$ cat src/rtl/procyon_ram_pkg.sv
// procyon_ram_pkg
//  Shared types and helpers for the procyon multi-port RAM.
//  - ram_init_state_t : clear-sequence FSM state
//  - lane_count()     : write-enable lanes per entry
//  - idx_width()      : address width for a given depth (min 1 bit)
package procyon_ram_pkg;

   typedef enum logic {
      RAM_INIT  = 1'b0,
      RAM_READY = 1'b1
   } ram_init_state_t;

   function automatic int lane_count(input int data_width, input int byte_width);
      return data_width / byte_width;
   endfunction

   function automatic int idx_width(input int depth);
      return (depth == 1) ? 1 : $clog2(depth);
   endfunction

endpackage

$ cat src/rtl/procyon_ram_mp_wr_merge.sv
// procyon_ram_mp_wr_merge
//  Per-lane priority mux over NUM_WR writers. For every lane the
//  highest-indexed writer with hit && byte_en[lane] supplies the data.
//  Used for the per-entry write path and for the read bypass path.
// Ports
//  hit      in  [NUM_WR]                 writer targets this entry
//  byte_en  in  [NUM_WR][NUM_LANES]      per-writer lane mask
//  data     in  [NUM_WR][W]              per-writer data
//  merged   out [W]                      merged lane data ('0 where no hit)
//  lane_hit out [NUM_LANES]              lanes written by some writer
module procyon_ram_mp_wr_merge
   import procyon_ram_pkg::*;
#(
   parameter int NUM_WR     = 1,
   parameter int NUM_LANES  = 8,
   parameter int BYTE_WIDTH = 8
) (
   input  logic [NUM_WR-1:0]                             hit,
   input  logic [NUM_WR-1:0][NUM_LANES-1:0]              byte_en,
   input  logic [NUM_WR-1:0][NUM_LANES*BYTE_WIDTH-1:0]   data,
   output logic [NUM_LANES*BYTE_WIDTH-1:0]               merged,
   output logic [NUM_LANES-1:0]                          lane_hit
);

   // Ascending port order: a later (higher) port overwrites an earlier one.
   always_comb begin
      merged   = '0;
      lane_hit = '0;
      for (int p = 0; p < NUM_WR; p++) begin
         for (int l = 0; l < NUM_LANES; l++) begin
            if (hit[p] && byte_en[p][l]) begin
               merged[l*BYTE_WIDTH +: BYTE_WIDTH] = data[p][l*BYTE_WIDTH +: BYTE_WIDTH];
               lane_hit[l] = 1'b1;
            end
         end
      end
   end

endmodule

$ cat src/rtl/procyon_ram_mp.sv
// procyon_ram_mp
//  Parametrised multi-port RAM: NR read ports, NW write ports with byte-lane
//  masks, asynchronous (latency 0) or registered (latency 1) reads. After
//  reset every entry is cleared by hardware, one entry per cycle.
//  Optional macro PROCYON_RAM_MP_BYPASS_EN: same-cycle write data is
//  forwarded to colliding reads (post-write merged value).
// Ports
//  clk, n_rst          clock, synchronous active-low reset
//  o_ram_init_done     high once the clear sequence has finished
//  i_ram_rd_en/addr    per read port request
//  o_ram_rd_valid/data per read port response ('0 data when not valid)
//  i_ram_wr_en/addr    per write port request
//  i_ram_wr_byte_en    per write port lane mask
//  i_ram_wr_data       per write port data
module procyon_ram_mp
   import procyon_ram_pkg::*;
#(
   parameter  int OPTN_DATA_WIDTH   = 64,
   parameter  int OPTN_BYTE_WIDTH   = 8,
   parameter  int OPTN_RAM_DEPTH    = 32,
   parameter  int OPTN_NUM_RD_PORTS = 2,
   parameter  int OPTN_NUM_WR_PORTS = 1,
   parameter  int OPTN_RD_LATENCY   = 0,
   localparam int RAM_IDX_WIDTH     = idx_width(OPTN_RAM_DEPTH),
   localparam int NUM_LANES         = lane_count(OPTN_DATA_WIDTH, OPTN_BYTE_WIDTH)
) (
   input  logic                                                 clk,
   input  logic                                                 n_rst,
   output logic                                                 o_ram_init_done,
   input  logic [OPTN_NUM_RD_PORTS-1:0]                         i_ram_rd_en,
   input  logic [OPTN_NUM_RD_PORTS-1:0][RAM_IDX_WIDTH-1:0]      i_ram_rd_addr,
   output logic [OPTN_NUM_RD_PORTS-1:0]                         o_ram_rd_valid,
   output logic [OPTN_NUM_RD_PORTS-1:0][OPTN_DATA_WIDTH-1:0]    o_ram_rd_data,
   input  logic [OPTN_NUM_WR_PORTS-1:0]                         i_ram_wr_en,
   input  logic [OPTN_NUM_WR_PORTS-1:0][RAM_IDX_WIDTH-1:0]      i_ram_wr_addr,
   input  logic [OPTN_NUM_WR_PORTS-1:0][NUM_LANES-1:0]          i_ram_wr_byte_en,
   input  logic [OPTN_NUM_WR_PORTS-1:0][OPTN_DATA_WIDTH-1:0]    i_ram_wr_data
);

   localparam int BW = OPTN_BYTE_WIDTH;
   localparam logic [RAM_IDX_WIDTH:0]   DEPTH_EXT = (RAM_IDX_WIDTH+1)'(OPTN_RAM_DEPTH);
   localparam logic [RAM_IDX_WIDTH-1:0] LAST_IDX  = RAM_IDX_WIDTH'(OPTN_RAM_DEPTH - 1);

   ram_init_state_t             state, state_next;
   logic [RAM_IDX_WIDTH-1:0]    init_cnt;
   logic                        init_done;

   logic [OPTN_RAM_DEPTH-1:0][OPTN_DATA_WIDTH-1:0] mem;
   logic [OPTN_RAM_DEPTH-1:0][OPTN_DATA_WIDTH-1:0] wr_merged;
   logic [OPTN_RAM_DEPTH-1:0][NUM_LANES-1:0]       wr_lane_hit;

   // ---------------- clear FSM ----------------
   always_ff @(posedge clk) begin
      if (!n_rst) begin
         state    <= RAM_INIT;
         init_cnt <= '0;
      end else begin
         state <= state_next;
         if (state == RAM_INIT) init_cnt <= init_cnt + 1'b1;
      end
   end

   always_comb begin
      state_next = state;
      case (state)
         RAM_INIT:  if (init_cnt == LAST_IDX) state_next = RAM_READY;
         RAM_READY: state_next = RAM_READY;
         default:   state_next = RAM_INIT;
      endcase
   end

   assign init_done       = (state == RAM_READY);
   assign o_ram_init_done = init_done;

   // ---------------- write path ----------------
   // Out-of-range addresses match no entry, so those writes drop naturally.
   for (genvar e = 0; e < OPTN_RAM_DEPTH; e++) begin : g_entry
      logic [OPTN_NUM_WR_PORTS-1:0] hit;
      always_comb begin
         hit = '0;
         for (int p = 0; p < OPTN_NUM_WR_PORTS; p++)
            hit[p] = init_done && i_ram_wr_en[p] && (i_ram_wr_addr[p] == RAM_IDX_WIDTH'(e));
      end
      procyon_ram_mp_wr_merge #(
         .NUM_WR     (OPTN_NUM_WR_PORTS),
         .NUM_LANES  (NUM_LANES),
         .BYTE_WIDTH (BW)
      ) u_merge (
         .hit      (hit),
         .byte_en  (i_ram_wr_byte_en),
         .data     (i_ram_wr_data),
         .merged   (wr_merged[e]),
         .lane_hit (wr_lane_hit[e])
      );
   end

   // Storage is not reset; the clear sequence zeroes it after reset.
   always_ff @(posedge clk) begin
      if (n_rst) begin
         if (state == RAM_INIT) begin
            mem[init_cnt] <= '0;
         end else begin
            for (int e = 0; e < OPTN_RAM_DEPTH; e++)
               for (int l = 0; l < NUM_LANES; l++)
                  if (wr_lane_hit[e][l]) mem[e][l*BW +: BW] <= wr_merged[e][l*BW +: BW];
         end
      end
   end

   // ---------------- read path ----------------
   for (genvar r = 0; r < OPTN_NUM_RD_PORTS; r++) begin : g_rd
      logic                       in_range;
      logic                       valid;
      logic [OPTN_DATA_WIDTH-1:0] entry;
      logic [OPTN_DATA_WIDTH-1:0] rd_word;

      assign in_range = ({1'b0, i_ram_rd_addr[r]} < DEPTH_EXT);
      assign entry    = in_range ? mem[i_ram_rd_addr[r]] : '0;
      assign valid    = i_ram_rd_en[r] && init_done;

`ifdef PROCYON_RAM_MP_BYPASS_EN
      logic [OPTN_NUM_WR_PORTS-1:0] byp_hit;
      logic [OPTN_DATA_WIDTH-1:0]   byp_data;
      logic [NUM_LANES-1:0]         byp_lane;

      always_comb begin
         byp_hit = '0;
         for (int p = 0; p < OPTN_NUM_WR_PORTS; p++)
            byp_hit[p] = i_ram_wr_en[p] && (i_ram_wr_addr[p] == i_ram_rd_addr[r]);
      end

      procyon_ram_mp_wr_merge #(
         .NUM_WR     (OPTN_NUM_WR_PORTS),
         .NUM_LANES  (NUM_LANES),
         .BYTE_WIDTH (BW)
      ) u_byp (
         .hit      (byp_hit),
         .byte_en  (i_ram_wr_byte_en),
         .data     (i_ram_wr_data),
         .merged   (byp_data),
         .lane_hit (byp_lane)
      );

      // Out-of-range reads never see forwarded data: the write is dropped.
      always_comb begin
         rd_word = entry;
         if (in_range)
            for (int l = 0; l < NUM_LANES; l++)
               if (byp_lane[l]) rd_word[l*BW +: BW] = byp_data[l*BW +: BW];
      end
`else
      assign rd_word = entry;
`endif

      if (OPTN_RD_LATENCY == 0) begin : g_async
         assign o_ram_rd_valid[r] = valid;
         assign o_ram_rd_data[r]  = valid ? rd_word : '0;
      end else begin : g_sync
         logic                       valid_q;
         logic [OPTN_DATA_WIDTH-1:0] data_q;
         always_ff @(posedge clk) begin
            if (!n_rst) begin
               valid_q <= 1'b0;
               data_q  <= '0;
            end else begin
               valid_q <= valid;
               data_q  <= valid ? rd_word : '0;
            end
         end
         assign o_ram_rd_valid[r] = valid_q;
         assign o_ram_rd_data[r]  = data_q;
      end
   end

endmodule
$ cat config.mk
export PLATFORM = sky130hd
export DESIGN_NAME = procyon_ram_mp
export DESIGN_NICKNAME = d
export VERILOG_FILES = /design/src/rtl/procyon_ram_pkg.sv /design/src/rtl/procyon_ram_mp_wr_merge.sv /design/src/rtl/procyon_ram_mp.sv
export SDC_FILE = /design/constraint.sdc
export NUM_CORES = 2
export LEC_CHECK = 0
export ABC_AREA = 0
export CAP_MARGIN = 0
export CELL_PAD_IN_SITES_DETAIL_PLACEMENT = 0
export CELL_PAD_IN_SITES_GLOBAL_PLACEMENT = 1
export CORE_MARGIN = 1.5
export CORE_UTILIZATION = 54
export DETAILED_ROUTE_END_ITERATION = 16
export DONT_BUFFER_PORTS = 1
export GPL_ROUTABILITY_DRIVEN = 0
export PLACE_DENSITY = 0.79
export SETUP_SLACK_MARGIN = 0.15
export SYNTH_ARGS = -nofsm -noshare
export SYNTH_HDL_FRONTEND = slang
export SYNTH_SLANG_ARGS = --single-unit
$ cat constraint.sdc
create_clock -name clk -period 3.5 [get_ports clk]
set_input_delay 0.875 -clock clk [delete_from_list [all_inputs] [get_ports clk]]
set_output_delay 0.875 -clock clk [all_outputs]
set_load 0.01 [all_outputs]
==> run summary <==
sequential cell area: 61,600 um^2
deepest level of the CTS H-tree: 4
first-pass GRT wire length: 665,000 um
per-cell routed wire length: 39.2 um
most common cell after layout, fill and taps aside: edfxtp_1
root buf cell: clkbuf_16
Leak Pwr: 50.5 nW
hold buffers post-CTS: 0
synthesized area: 119,000 um^2
TritonRoute pass-1 iters: 7
Critical Path Start Type: input pin
Synth Register Bits: 2,054
failing checks: slew limit, setup timing
Synth cell types: 48
# setup viols final: 128
final instance area: 138,000 um^2
Setup CP Type: in2out
Max Cap Viol: 0
I/O pin count: 223
Int Pwr: 46.3 mW
CP arrival: 4.03 ns
via count: 97.4k
relative slew slack: -43.5%
vias in the first global route: 90.2k
fin nets: 9,501
syn_nets: 9,337
fmax: 204 MHz
Iteration-0 DRC Markers: 16.5k
crit end category: output port
row cnt: 171
layout cells sized above 1: 24.2%
Die Ht: 472 um
P_sw: 15.4 mW
clk sinks: 2,054
maximum clock path buffer count: 3
initial antenna violation count: 17
fin crit share: 140%
Remaining DRCs: 0
Main synth FF type: edfxtp_1
commonest cells after routing, fill and taps aside: 2,048 x edfxtp_1, 1,377 x a22o_1, 1,016 x mux2i_1
final cell count without fillers: 12.5k
worst min path class: in2reg
final hold viol count: 0
core footprint: 218,000 um^2
Post-Place Cells: 11.8k
Sw Share: 25.0%
sequential area share after synthesis: 51.9%
Post-synth EDFFs: 2,048
total track usage: 40.9%
syn avg cell area: 12.8 um^2
I/O Buffers: 0
Post-Route WL: 489,000 um
largest net degree at the start of global routing: 707
Worst Tran Pin Value: 2.15 ns
Vias/cell: 7.81
final setup TNS: -100.25 ns
Initial Utilization: 54.5%
fraction of registers with async set or reset after synthesis: 0%
antenna viol nets, final: 0
Final Util: 63.5%
Clk pwr share: 40.7%
Final Critical Period: 4.90 ns
HPWL Detailed: 299,000 um
Worst Skew: 0.0364 ns
DIE AREA: 223,000 um^2
RSZ-0062 raised after global routing: yes
CTS tree: built
status: complete, but fails checks
Multi-input gate area: 55,400 um^2
Synth Instances: 9,240
PwrDens: 446 nW/um^2
Fillers: 16.2k
Crit Path Max Fanout: 453
area grow syn2layout: 16.5%
PnR worst setup slack: -1.40 ns
Max IR drop VDD: 0.495 mV
GRT overflow: 0
placed cell areas: 125,000 um^2
CP required: 2.62 ns
CTS clk-pin slew, worst paths: 0.06 ns
sequential power share: 48.7%
Comb pwr share: 10.6%
pre-CTS setup slack: -0.385 ns
clock latency at the later pin of the worst-skew pair: 0.93 ns
Die X: 472 um
Ys Warns: 0
Final Slew Violations: 245
Num CTS Buffers: 223
[synthesized netlist by cell type, types with 3 or more instances]
library cell  instances  area share, %
o21ai_0             749            3.2
a21boi_0             82           0.52
nand2b_1              4          0.021
a22oi_1             446            2.8
nand2_1             833            2.6
nor2_4               30           0.28
o21a_1              173            1.1
clkbuf_2              3          0.013
nor2_8               20           0.34
a22o_1             1377             10
and3b_1               4          0.030
edfxtp_1           2048             52
buf_1                31          0.098
or2_2                 3          0.016
a21oi_2              18           0.13
ha_1                  5          0.053
mux4_2              513            9.7
nand3b_1              4          0.025
or3b_1                3          0.022
nor2_2               80           0.42
nor2_1               45           0.14
nand2_2              21           0.11
clkbuf_1            514            1.6
mux2i_1            1024            8.6
a31oi_2              12           0.13
nor2b_1              15          0.079
o21ai_1              51           0.21
and2_1              101           0.53
dfxtp_1               6           0.10
buf_4                33           0.21
buf_6                 4          0.038
xnor2_1               3          0.022
inv_1                 5          0.016
nand3_1              68           0.29
and3_1               13          0.068
nor3_2                5          0.042
o22ai_1             381            2.0
buf_2               368            1.6
nand4_1             129           0.68
[logic make-up after synthesis]
kind of cell | count (synthesis) | synth area share [%]
AOI/OAI and AO/OA | 3295 | 20.3
DFF | 2054 | 51.9
muxes | 1538 | 18.4
and+or+nand+nor | 1385 | 5.79
buffers and inverters | 960 | 3.57
adders and majority gates | 5 | 0.0527
xor gates and xnor gates | 3 | 0.0221
[flip-flops by register name, indices dropped and copies added (netlist names)]
signal / cells
o_ram_init_done: 1
mem: 2048
init_cnt: 5
[worst max-delay path, stage by stage]
cell	delay (ns)
mux4_2	1.29
a22oi_2	0.24
nand4_1	0.35
buf_4	0.28
[final timing paths]
kind                                        start                to  cells past startpoint  slack [ns]
worst min-delay path            i_ram_wr_data[20]           mem[20]                      3        0.44
worst max-delay path             i_ram_rd_addr[0]  o_ram_rd_data[7]                      4       -1.40
worst min register to register           mem[384]          mem[384]                      2        0.58
worst max register to register    o_ram_init_done          mem[742]                      7        0.12
[metal layers]
metal / vias up / global-route usage (%) / share of wire (%)
met5: - / 0 / 0.029
li1: 38100 / - / -
met3: 1692 / 14.8 / 17
met4: 24 / 20.0 / 7.0
met1: 48500 / 54.9 / 34
met2: 9085 / 58.6 / 42
[final cells by class]
type,instances,area share (%)
diodes,19,0.0344
clock buffers,275,4.26
clock inverters,147,1.19
inverters,5,0.0190
multi-input cells,6228,40.1
flip-flops and latches,2054,44.5
well taps,2854,2.58
repair buffers,892,7.31
[repair_timing]
item                                    in CTS  in global routing
endpoints found under the setup margin     128                147
setup buffers                               49                 63
pin swaps                                  107                176
gates cloned                                26                 49
resized for setup                          296                363
[power by group through the flow]
| stage | Sequential, mW | Combinational (mW) | Clock (mW) |
|---|---|---|---|
| after floorplan | 30.0 | 4.53 | 0 |
| after global placement | 30.4 | 5.43 | 0 |
| after detailed placement | 30.5 | 5.54 | 0 |
| after CTS | 30.0 | 5.65 | 24.9 |
| after global routing | 30.2 | 6.72 | 25.8 |
| final | 30.1 | 6.53 | 25.1 |
[per-stage QoR]
stage	hold slack, ns	power, mW
2_1_floorplan	0.534	34.6
3_3_place_gp	0.550	35.8
3_5_place_dp	0.565	36.0
4_1_cts	0.297	60.5
5_1_grt	0.436	62.7
6_report	0.440	61.7
Note: power is estimated with default switching activity, not from simulation.
